## config.mk

```make
export PLATFORM = sky130hd
export DESIGN_NAME = bike_motion_ctrl_flat
export DESIGN_NICKNAME = d
export VERILOG_FILES = /design/src/rtl/bike_motion_ctrl_pkg.sv /design/src/rtl/bike_motion_ctrl_if.sv /design/src/rtl/bike_motion_ctrl_channel.sv /design/src/rtl/bike_motion_ctrl.sv /design/src/flat_wrapper.sv
export SDC_FILE = /design/constraint.sdc
export NUM_CORES = 1
export LEC_CHECK = 0
export CAP_MARGIN = 25
export CORE_ASPECT_RATIO = 1.1
export CORE_MARGIN = 2
export CORE_UTILIZATION = 47
export CTS_CLUSTER_DIAMETER = 40
export CTS_CLUSTER_SIZE = 14
export DETAILED_ROUTE_END_ITERATION = 8
export GPL_ROUTABILITY_DRIVEN = 1
export PLACE_DENSITY = 0.68
export SYNTH_ARGS = -nofsm -noshare
export SYNTH_HDL_FRONTEND = slang
export SYNTH_SLANG_ARGS = --single-unit
export TNS_END_PERCENT = 5
```

## constraint.sdc

```tcl
create_clock -name Clk -period 13.5 [get_ports Clk]
set_input_delay 2.025 -clock Clk [delete_from_list [all_inputs] [get_ports Clk]]
set_output_delay 2.025 -clock Clk [all_outputs]
set_load 0.02 [all_outputs]
```

## src/rtl/bike_motion_ctrl_pkg.sv

```systemverilog
// Shared types for the Tron bike motion engine: directions, game-state codes,
// per-bike FSM states and the reversal helper.
package bike_pkg;

    typedef enum logic [1:0] {
        UP    = 2'd0,
        DOWN  = 2'd1,
        LEFT  = 2'd2,
        RIGHT = 2'd3
    } dir_t;

    typedef enum logic [1:0] {
        ST_SPAWN = 2'd0,
        ST_RUN   = 2'd1,
        ST_CRASH = 2'd2
    } bike_st_t;

    localparam logic [2:0] GS_SPAWN = 3'b001;
    localparam logic [2:0] GS_RUN   = 3'b010;

    function automatic dir_t opposite(input dir_t d);
        case (d)
            UP:      opposite = DOWN;
            DOWN:    opposite = UP;
            LEFT:    opposite = RIGHT;
            default: opposite = LEFT;
        endcase
    endfunction

endpackage

```

## src/rtl/bike_motion_ctrl_if.sv

```systemverilog
// Bus between the game logic / keyboard decoder (master) and the motion engine
// (slave); outputs feed the trail RAM and sprite renderer.
interface bike_motion_ctrl_if #(
    parameter int NUM_BIKES = 2,
    parameter int POS_W     = 10,
    parameter int CELL_LOG2 = 2
);
    logic                                   frame_clk;
    logic [2:0]                             Game_State;
    logic [NUM_BIKES-1:0]                   turn_req;
    logic [2*NUM_BIKES-1:0]                 turn_dir;
    logic [POS_W*NUM_BIKES-1:0]             bike_x_real;
    logic [POS_W*NUM_BIKES-1:0]             bike_y_real;
    logic [(POS_W-CELL_LOG2)*NUM_BIKES-1:0] bike_x_cell;
    logic [(POS_W-CELL_LOG2)*NUM_BIKES-1:0] bike_y_cell;
    logic [2*NUM_BIKES-1:0]                 bike_dir;
    logic [NUM_BIKES-1:0]                   crashed;
    logic                                   step_pulse;

    modport master (
        output frame_clk, Game_State, turn_req, turn_dir,
        input  bike_x_real, bike_y_real, bike_x_cell, bike_y_cell,
               bike_dir, crashed, step_pulse
    );

    modport slave (
        input  frame_clk, Game_State, turn_req, turn_dir,
        output bike_x_real, bike_y_real, bike_x_cell, bike_y_cell,
               bike_dir, crashed, step_pulse
    );
endinterface

```

## src/rtl/bike_motion_ctrl_channel.sv

```systemverilog
// One bike: spawn/run/crash FSM, one-entry turn buffer, position and direction
// registers, next-position arithmetic and wall check.
module bike_channel
    import bike_pkg::*;
#(
    parameter int   POS_W     = 10,
    parameter int   CELL_LOG2 = 2,
    parameter int   STEP      = 1,
    parameter int   X_MIN     = 14,
    parameter int   X_MAX     = 462,
    parameter int   Y_MIN     = 14,
    parameter int   Y_MAX     = 462,
    parameter int   SPAWN_X   = 76,
    parameter int   SPAWN_Y   = 240,
    parameter dir_t SPAWN_DIR = RIGHT
) (
    input  logic                       Clk,
    input  logic                       Reset,
    input  logic                       i_spawn,
    input  logic                       i_run,
    input  logic                       i_tick,
    input  logic                       i_turn_req,
    input  dir_t                       i_turn_dir,
    input  logic                       i_headon,
    output logic [POS_W-1:0]           o_x,
    output logic [POS_W-1:0]           o_y,
    output dir_t                       o_dir,
    output logic                       o_crashed,
    output logic                       o_moving,
    output logic [POS_W-CELL_LOG2-1:0] o_nx_cell,
    output logic [POS_W-CELL_LOG2-1:0] o_ny_cell
);
    localparam logic signed [POS_W:0] STEP_S  = (POS_W+1)'(STEP);
    localparam logic signed [POS_W:0] X_MIN_S = (POS_W+1)'(X_MIN);
    localparam logic signed [POS_W:0] X_MAX_S = (POS_W+1)'(X_MAX);
    localparam logic signed [POS_W:0] Y_MIN_S = (POS_W+1)'(Y_MIN);
    localparam logic signed [POS_W:0] Y_MAX_S = (POS_W+1)'(Y_MAX);

    logic [POS_W-1:0] r_x, r_y;
    dir_t             r_dir, r_pend;
    logic             r_pend_v, r_crash;
    bike_st_t         r_state;

    logic                w_aligned, w_use_pend, w_act, w_wall, w_req_ok;
    dir_t                w_dir;
    logic signed [POS_W:0] w_nx, w_ny;

    assign w_aligned  = (r_x[CELL_LOG2-1:0] == '0) && (r_y[CELL_LOG2-1:0] == '0);
    assign w_use_pend = r_pend_v && w_aligned;
    assign w_dir      = w_use_pend ? r_pend : r_dir;
    assign w_act      = i_tick && i_run && (r_state == ST_RUN);

    // One extra sign bit so a step below zero shows up as negative, not as a wrap.
    always_comb begin
        w_nx = $signed({1'b0, r_x});
        w_ny = $signed({1'b0, r_y});
        case (w_dir)
            UP:      w_ny = w_ny - STEP_S;
            DOWN:    w_ny = w_ny + STEP_S;
            LEFT:    w_nx = w_nx - STEP_S;
            default: w_nx = w_nx + STEP_S;
        endcase
    end

    assign w_wall   = (w_nx < X_MIN_S) || (w_nx > X_MAX_S) ||
                      (w_ny < Y_MIN_S) || (w_ny > Y_MAX_S);
    assign w_req_ok = i_turn_req && (r_state != ST_CRASH) &&
                      (i_turn_dir != r_dir) && (i_turn_dir != opposite(r_dir));

    always_ff @(posedge Clk) begin
        if (Reset || i_spawn) begin
            r_x      <= POS_W'(SPAWN_X);
            r_y      <= POS_W'(SPAWN_Y);
            r_dir    <= SPAWN_DIR;
            r_pend   <= UP;
            r_pend_v <= 1'b0;
            r_crash  <= 1'b0;
            r_state  <= ST_SPAWN;
        end else begin
            if (r_state == ST_SPAWN && i_run)
                r_state <= ST_RUN;
            if (w_act) begin
                if (w_wall) begin
                    r_crash <= 1'b1;
                    r_state <= ST_CRASH;
                end else begin
                    r_x   <= w_nx[POS_W-1:0];
                    r_y   <= w_ny[POS_W-1:0];
                    r_dir <= w_dir;
                    if (w_use_pend)
                        r_pend_v <= 1'b0;
                    if (i_headon) begin
                        r_crash <= 1'b1;
                        r_state <= ST_CRASH;
                    end
                end
            end
            // Same-cycle request lands after the tick consumed the old entry.
            if (w_req_ok) begin
                r_pend   <= i_turn_dir;
                r_pend_v <= 1'b1;
            end
        end
    end

    assign o_x       = r_x;
    assign o_y       = r_y;
    assign o_dir     = r_dir;
    assign o_crashed = r_crash;
    assign o_moving  = w_act && !w_wall;
    assign o_nx_cell = w_nx[POS_W-1:CELL_LOG2];
    assign o_ny_cell = w_ny[POS_W-1:CELL_LOG2];

endmodule

```

## src/rtl/bike_motion_ctrl.sv

```systemverilog
// N-bike motion engine top: frame strobe edge detect, step pulse, bike channels
// and output packing. Define BIKE_HEADON_EN to crash bikes entering the same cell.
module bike_motion_ctrl
    import bike_pkg::*;
#(
    parameter int NUM_BIKES = 2,
    parameter int POS_W     = 10,
    parameter int CELL_LOG2 = 2,
    parameter int STEP      = 1,
    parameter int X_MIN     = 14,
    parameter int X_MAX     = 462,
    parameter int Y_MIN     = 14,
    parameter int Y_MAX     = 462,
    parameter int SPAWN_X0  = 76,
    parameter int SPAWN_DX  = 324,
    parameter int SPAWN_Y   = 240
) (
    input  logic              Clk,
    input  logic              Reset,
    bike_motion_ctrl_if.slave bus
);
    localparam int CW = POS_W - CELL_LOG2;

    logic r_frame_d, r_tick, r_step;
    logic w_spawn, w_run;

    logic [NUM_BIKES-1:0][POS_W-1:0] w_x, w_y;
    logic [NUM_BIKES-1:0][CW-1:0]    w_xc, w_yc, w_ncx, w_ncy;
    logic [NUM_BIKES-1:0][1:0]       w_dir;
    logic [NUM_BIKES-1:0]            w_crash, w_moving, w_headon;

    assign w_spawn = (bus.Game_State == GS_SPAWN);
    assign w_run   = (bus.Game_State == GS_RUN);

    // Positions update on the edge where r_tick is high, two Clk after the rise.
    always_ff @(posedge Clk) begin
        if (Reset) begin
            r_frame_d <= 1'b0;
            r_tick    <= 1'b0;
            r_step    <= 1'b0;
        end else begin
            r_frame_d <= bus.frame_clk;
            r_tick    <= bus.frame_clk & ~r_frame_d;
            r_step    <= r_tick & w_run;
        end
    end

    for (genvar i = 0; i < NUM_BIKES; i++) begin : g_bike
        bike_channel #(
            .POS_W     (POS_W),
            .CELL_LOG2 (CELL_LOG2),
            .STEP      (STEP),
            .X_MIN     (X_MIN),
            .X_MAX     (X_MAX),
            .Y_MIN     (Y_MIN),
            .Y_MAX     (Y_MAX),
            .SPAWN_X   (SPAWN_X0 + i * SPAWN_DX),
            .SPAWN_Y   (SPAWN_Y),
            .SPAWN_DIR ((i % 2 == 0) ? RIGHT : LEFT)
        ) u_ch (
            .Clk        (Clk),
            .Reset      (Reset),
            .i_spawn    (w_spawn),
            .i_run      (w_run),
            .i_tick     (r_tick),
            .i_turn_req (bus.turn_req[i]),
            .i_turn_dir (dir_t'(bus.turn_dir[2*i +: 2])),
            .i_headon   (w_headon[i]),
            .o_x        (w_x[i]),
            .o_y        (w_y[i]),
            .o_dir      (w_dir[i]),
            .o_crashed  (w_crash[i]),
            .o_moving   (w_moving[i]),
            .o_nx_cell  (w_ncx[i]),
            .o_ny_cell  (w_ncy[i])
        );
        assign w_xc[i] = w_x[i][POS_W-1:CELL_LOG2];
        assign w_yc[i] = w_y[i][POS_W-1:CELL_LOG2];
    end

`ifdef BIKE_HEADON_EN
    always_comb begin
        w_headon = '0;
        for (int a = 0; a < NUM_BIKES; a++)
            for (int b = 0; b < NUM_BIKES; b++)
                if (a != b && w_moving[a] && w_moving[b] &&
                    w_ncx[a] == w_ncx[b] && w_ncy[a] == w_ncy[b])
                    w_headon[a] = 1'b1;
    end
`else
    logic w_unused_headon;
    assign w_unused_headon = ^{w_moving, w_ncx, w_ncy};
    assign w_headon        = '0;
`endif

    assign bus.bike_x_real = w_x;
    assign bus.bike_y_real = w_y;
    assign bus.bike_x_cell = w_xc;
    assign bus.bike_y_cell = w_yc;
    assign bus.bike_dir    = w_dir;
    assign bus.crashed     = w_crash;
    assign bus.step_pulse  = r_step;

endmodule

```

## src/flat_wrapper.sv

```systemverilog
// flat-port wrapper written by rule: the top's interface ports become plain ports
module bike_motion_ctrl_flat import bike_pkg::*;
#(
    parameter int NUM_BIKES = 2,
    parameter int POS_W     = 10,
    parameter int CELL_LOG2 = 2,
    parameter int STEP      = 1,
    parameter int X_MIN     = 14,
    parameter int X_MAX     = 462,
    parameter int Y_MIN     = 14,
    parameter int Y_MAX     = 462,
    parameter int SPAWN_X0  = 76,
    parameter int SPAWN_DX  = 324,
    parameter int SPAWN_Y   = 240
)
  (Clk, Reset, bus_frame_clk, bus_Game_State, bus_turn_req, bus_turn_dir, bus_bike_x_real, bus_bike_y_real, bus_bike_x_cell, bus_bike_y_cell, bus_bike_dir, bus_crashed, bus_step_pulse);
  bike_motion_ctrl_if #(.NUM_BIKES(NUM_BIKES), .POS_W(POS_W), .CELL_LOG2(CELL_LOG2)) bus_i ();
  input  logic Clk;
  input  logic Reset;
  input wire logic [$bits(bus_i.frame_clk)-1:0] bus_frame_clk;
  input wire logic [$bits(bus_i.Game_State)-1:0] bus_Game_State;
  input wire logic [$bits(bus_i.turn_req)-1:0] bus_turn_req;
  input wire logic [$bits(bus_i.turn_dir)-1:0] bus_turn_dir;
  output wire logic [$bits(bus_i.bike_x_real)-1:0] bus_bike_x_real;
  output wire logic [$bits(bus_i.bike_y_real)-1:0] bus_bike_y_real;
  output wire logic [$bits(bus_i.bike_x_cell)-1:0] bus_bike_x_cell;
  output wire logic [$bits(bus_i.bike_y_cell)-1:0] bus_bike_y_cell;
  output wire logic [$bits(bus_i.bike_dir)-1:0] bus_bike_dir;
  output wire logic [$bits(bus_i.crashed)-1:0] bus_crashed;
  output wire logic [$bits(bus_i.step_pulse)-1:0] bus_step_pulse;
  assign bus_i.frame_clk = bus_frame_clk;
  assign bus_i.Game_State = bus_Game_State;
  assign bus_i.turn_req = bus_turn_req;
  assign bus_i.turn_dir = bus_turn_dir;
  assign bus_bike_x_real = bus_i.bike_x_real;
  assign bus_bike_y_real = bus_i.bike_y_real;
  assign bus_bike_x_cell = bus_i.bike_x_cell;
  assign bus_bike_y_cell = bus_i.bike_y_cell;
  assign bus_bike_dir = bus_i.bike_dir;
  assign bus_crashed = bus_i.crashed;
  assign bus_step_pulse = bus_i.step_pulse;
  bike_motion_ctrl #(.NUM_BIKES(NUM_BIKES), .POS_W(POS_W), .CELL_LOG2(CELL_LOG2), .STEP(STEP), .X_MIN(X_MIN), .X_MAX(X_MAX), .Y_MIN(Y_MIN), .Y_MAX(Y_MAX), .SPAWN_X0(SPAWN_X0), .SPAWN_DX(SPAWN_DX), .SPAWN_Y(SPAWN_Y)) u_core (.Clk(Clk), .Reset(Reset), .bus(bus_i));
endmodule
```

==> impl_metrics.csv <==
group,metric,value,unit
synthesis,syn_avg_cell_area,7.56,um2
clock_network,postCtsHoldBufs,0,
timing,tns,0,ns
timing,clock_skew,0.00612,ns
routing,wl_per_cell,17.6,um
worst_hold_path,min_path_type,"reg -> reg",
critical_path,cp_data_required_time,13.76,ns
clock_network,clock_path_buffers,2,
synthesis,synth_async_sr_flop_share,0,%
finish,layout.nets,771,
global_routing,grt-ovfl-total,0,
clock_network,h-tree-depth,3,
timing,slew_headroom,43.4,%
placement,portBuffers,90,
timing,hold_viol_final,0,
timing,hold_ws,0.397,ns
floorplanning,start_util,48.4,%
synthesis,synth_ff_type,"dfxtp_1",
global_routing,grt_max_degree,33,
synthesis,synthesis.instances,701,
global_routing,grt_pass1_vias,5132,
floorplanning,rows,40,
clock_network,post_cts_resize_count,0,
critical_path,arrival,6.22,ns
critical_path,rr_worst_depth,15,
timing,fin_crit,5.96,ns
floorplanning,io_pins,91,
worst_hold_path,holdPathStages,1,
synthesis,synth-seq-area-share,22.3,%
clock_network,cts-root-buf,"clkbuf_16",
floorplanning,core_region_area,0.0110,mm2
timing,fin_crit_sh,44.2,%
routing,num_vias,5496,
clock_network,cts_buffers,9,
critical_path,cp-start-kind,"flop",
floorplanning,dieArea,0.0121,mm2
clock_network,cts_tree,"yes",
finish,n_antenna_cell,0,
timing,rsz0062_at_grt,"false",
timing,drv_slew,0,
power_and_ir_drop,powerDensity,79.5,mW/mm2
routing,vias_per_cell,6.18,
timing,setup_violations,0,
critical_path,crit_type,"reg -> reg",
global_routing,grt.total_usage,25.2,%
placement,finalWeightedCongestion,0.910,
power_and_ir_drop,leakage,2.37,nW
synthesis,synth_edf_count,0,
power_and_ir_drop,vdd_drop_max,0.0529,mV
run,max_cap_violations,0,
clock_network,insertion_delay,0.33,ns
synthesis,syn_area,0.00530,mm2
finish,drive_above_1_share,5.93,%
critical_path,cp_max_fo,18,
critical_path,critPathCaptureType,"flop",
global_routing,grt_pass1_wl,24700,um
routing,drtIter0Drc,413,
clock_network,clk_pin_slew,0.06,ns
routing,firstDrtPassIters,5,
run_status,status,"complete, no violations",
timing,tightest_slew,0.849,ns
global_routing,antenna_found_initial,0,
routing,drtAntennaViolNets,0,
placement,dp_hpwl,11500,um
finish,area.growth.synth_to_final,19.6,%
clock_network,clock-sinks,59,
routing,finalWirelength,15600,um
synthesis,synth_nets,735,
synthesis,ys_types,79,
synthesis,ys_ff_latch,59,
routing,remaining_drc_errors,0,
floorplanning,die_h,115,um
floorplanning,die_width,105,um
synthesis,synth_warnings,0,
clock_network,post_cts_buffers,0,
timing,fmax,0.168,GHz
-- critical path, stage by stage (launching register included) --
cell	delay (ns)
dfxtp_1	0.40
or3b_1	0.51
o31ai_1	0.45
a21boi_2	0.74
nand2b_1	0.45
ha_1	0.54
a21oi_1	0.24
o21ai_0	0.12
a221oi_1	0.43
xor2_1	0.11
o21ai_0	0.34
nor4_1	0.09
mux2i_1	0.34
nand4_1	0.45
or4_1	0.54
a21oi_1	0.14
-- state kept, by name, indices dropped and copies added (netlist names) --
| register | count |
|---|---|
| u_core.g_bike.u_ch.o_x | 20 |
| u_core.g_bike.u_ch.o_y | 20 |
| u_core.g_bike.u_ch.o_dir | 4 |
| u_core.g_bike.u_ch.r_pend | 4 |
| u_core.g_bike.u_ch.r_state | 4 |
| u_core.g_bike.u_ch.o_crashed | 2 |
| u_core.g_bike.u_ch.r_pend_v | 2 |
| u_core.bus.step_pulse | 1 |
| u_core.r_frame_d | 1 |
| u_core.r_tick | 1 |
-- kinds of logic (layout without fill, tap and decap cells) --
family | after synthesis | count (layout) | synth area share (%)
compound gates | 200 | 200 | 24.5
fa+ha+maj | 22 | 22 | 5.48
xor+xnor | 30 | 30 | 4.96
buf+inv | 84 | 125 | 9.04
mux | 21 | 21 | 4.34
flops | 59 | 59 | 22.3
simple gates | 285 | 285 | 29.4
-- area by class of cell --
class,instances,area (um2)
tap,147,184
inverter,15,56.3
fill,1011,4620
multi-input combinational,558,3640
clock inverter,6,113
timing repair buffer,94,931
sequential,59,1180
clock buffer,10,229
-- cells in the mapped netlist, drive strengths merged (13+ instances only) --
cell type | instances | share of area [%]
a21oi | 48 | 4.5
buf | 47 | 6.4
clkbuf | 22 | 1.6
dfxtp | 59 | 22
ha | 20 | 4.7
inv | 15 | 1.1
mux2i | 17 | 3.3
nand2 | 51 | 3.7
nand3 | 32 | 3.1
nor2 | 59 | 4.2
nor2b | 14 | 1.7
nor3 | 21 | 2.1
nor4 | 13 | 1.5
o21ai | 55 | 5.3
or3 | 13 | 1.5
xor2 | 18 | 3.0
-- cells in the final DEF, fill, tap and decap left out, types with 4 or more instances in the layout --
cell type        synthesis  routed
clkdlybuf4s50_1          0      90
nor2_1                  59      59
dfxtp_1                 59      59
nand2_1                 50      50
o21ai_0                 49      49
a21oi_1                 48      47
nand3_1                 31      31
nor3_1                  20      20
ha_1                    20      20
xor2_1                  18      18
mux2i_1                 16      16
inv_1                   15      15
nor2b_1                 14      14
nor4_1                  13      13
or3_1                   13      13
xnor2_1                 12      12
a31oi_1                 12      12
nand4_1                 11      11
and3_1                  10      10
o31ai_1                  9       9
clkbuf_16                0       9
and2_1                   8       8
nand2b_1                 8       8
nor3b_1                  7       7
o21a_1                   7       7
o211ai_1                 7       7
a211oi_1                 7       7
or4_1                    6       6
and4_1                   6       6
o21ai_1                  5       5
nor4b_1                  5       5
a21o_1                   5       5
a41oi_1                  5       5
a31o_2                   4       4
a21boi_0                 4       4
buf_4                   35       4
-- final timing paths --
path	startpoint	end	slack [ns]
max reg2reg	u_core.g_bike[1].u_ch.o_y[0]	u_core.g_bike[1].u_ch.o_x[5]	7.54
min reg2reg	u_core.r_frame_d	u_core.r_tick	0.40
max	u_core.g_bike[1].u_ch.o_y[0]	u_core.g_bike[1].u_ch.o_x[5]	7.54
min	u_core.r_frame_d	u_core.r_tick	0.40
-- layer usage --
metal  track usage, %  vias to the layer above  routed length, um
li1                 -                     2659                  -
met1             29.5                     2582               6530
met2             45.3                      219               7790
met3             4.37                       36                908
met4             10.8                        0                425
met5                0                        -                  0
-- report_power, final --
part	switching, W	total, W	internal (W)
Sequential	0.00000119	0.000177	0.000176
Clock	0.0000850	0.000266	0.000181
Combinational	0.0000384	0.0000610	0.0000227
-- per-stage QoR --
step | instance area [um2] | power, W | worst slack [ns] | utilization [%] | cells
after floorplan | 5300 | 0.000223 | 8.84 | - | 701
after global placement | 6000 | 0.000239 | 7.78 | 54.7 | 873
after detailed placement | 6000 | 0.000240 | 7.61 | 54.7 | 873
after CTS | 6340 | 0.000505 | 7.58 | 57.8 | 889
after global routing | 6340 | 0.000519 | 7.08 | 57.8 | 889
final | 6340 | 0.000504 | 7.54 | 57.8 | 889
(Power assumes the default switching activity.)
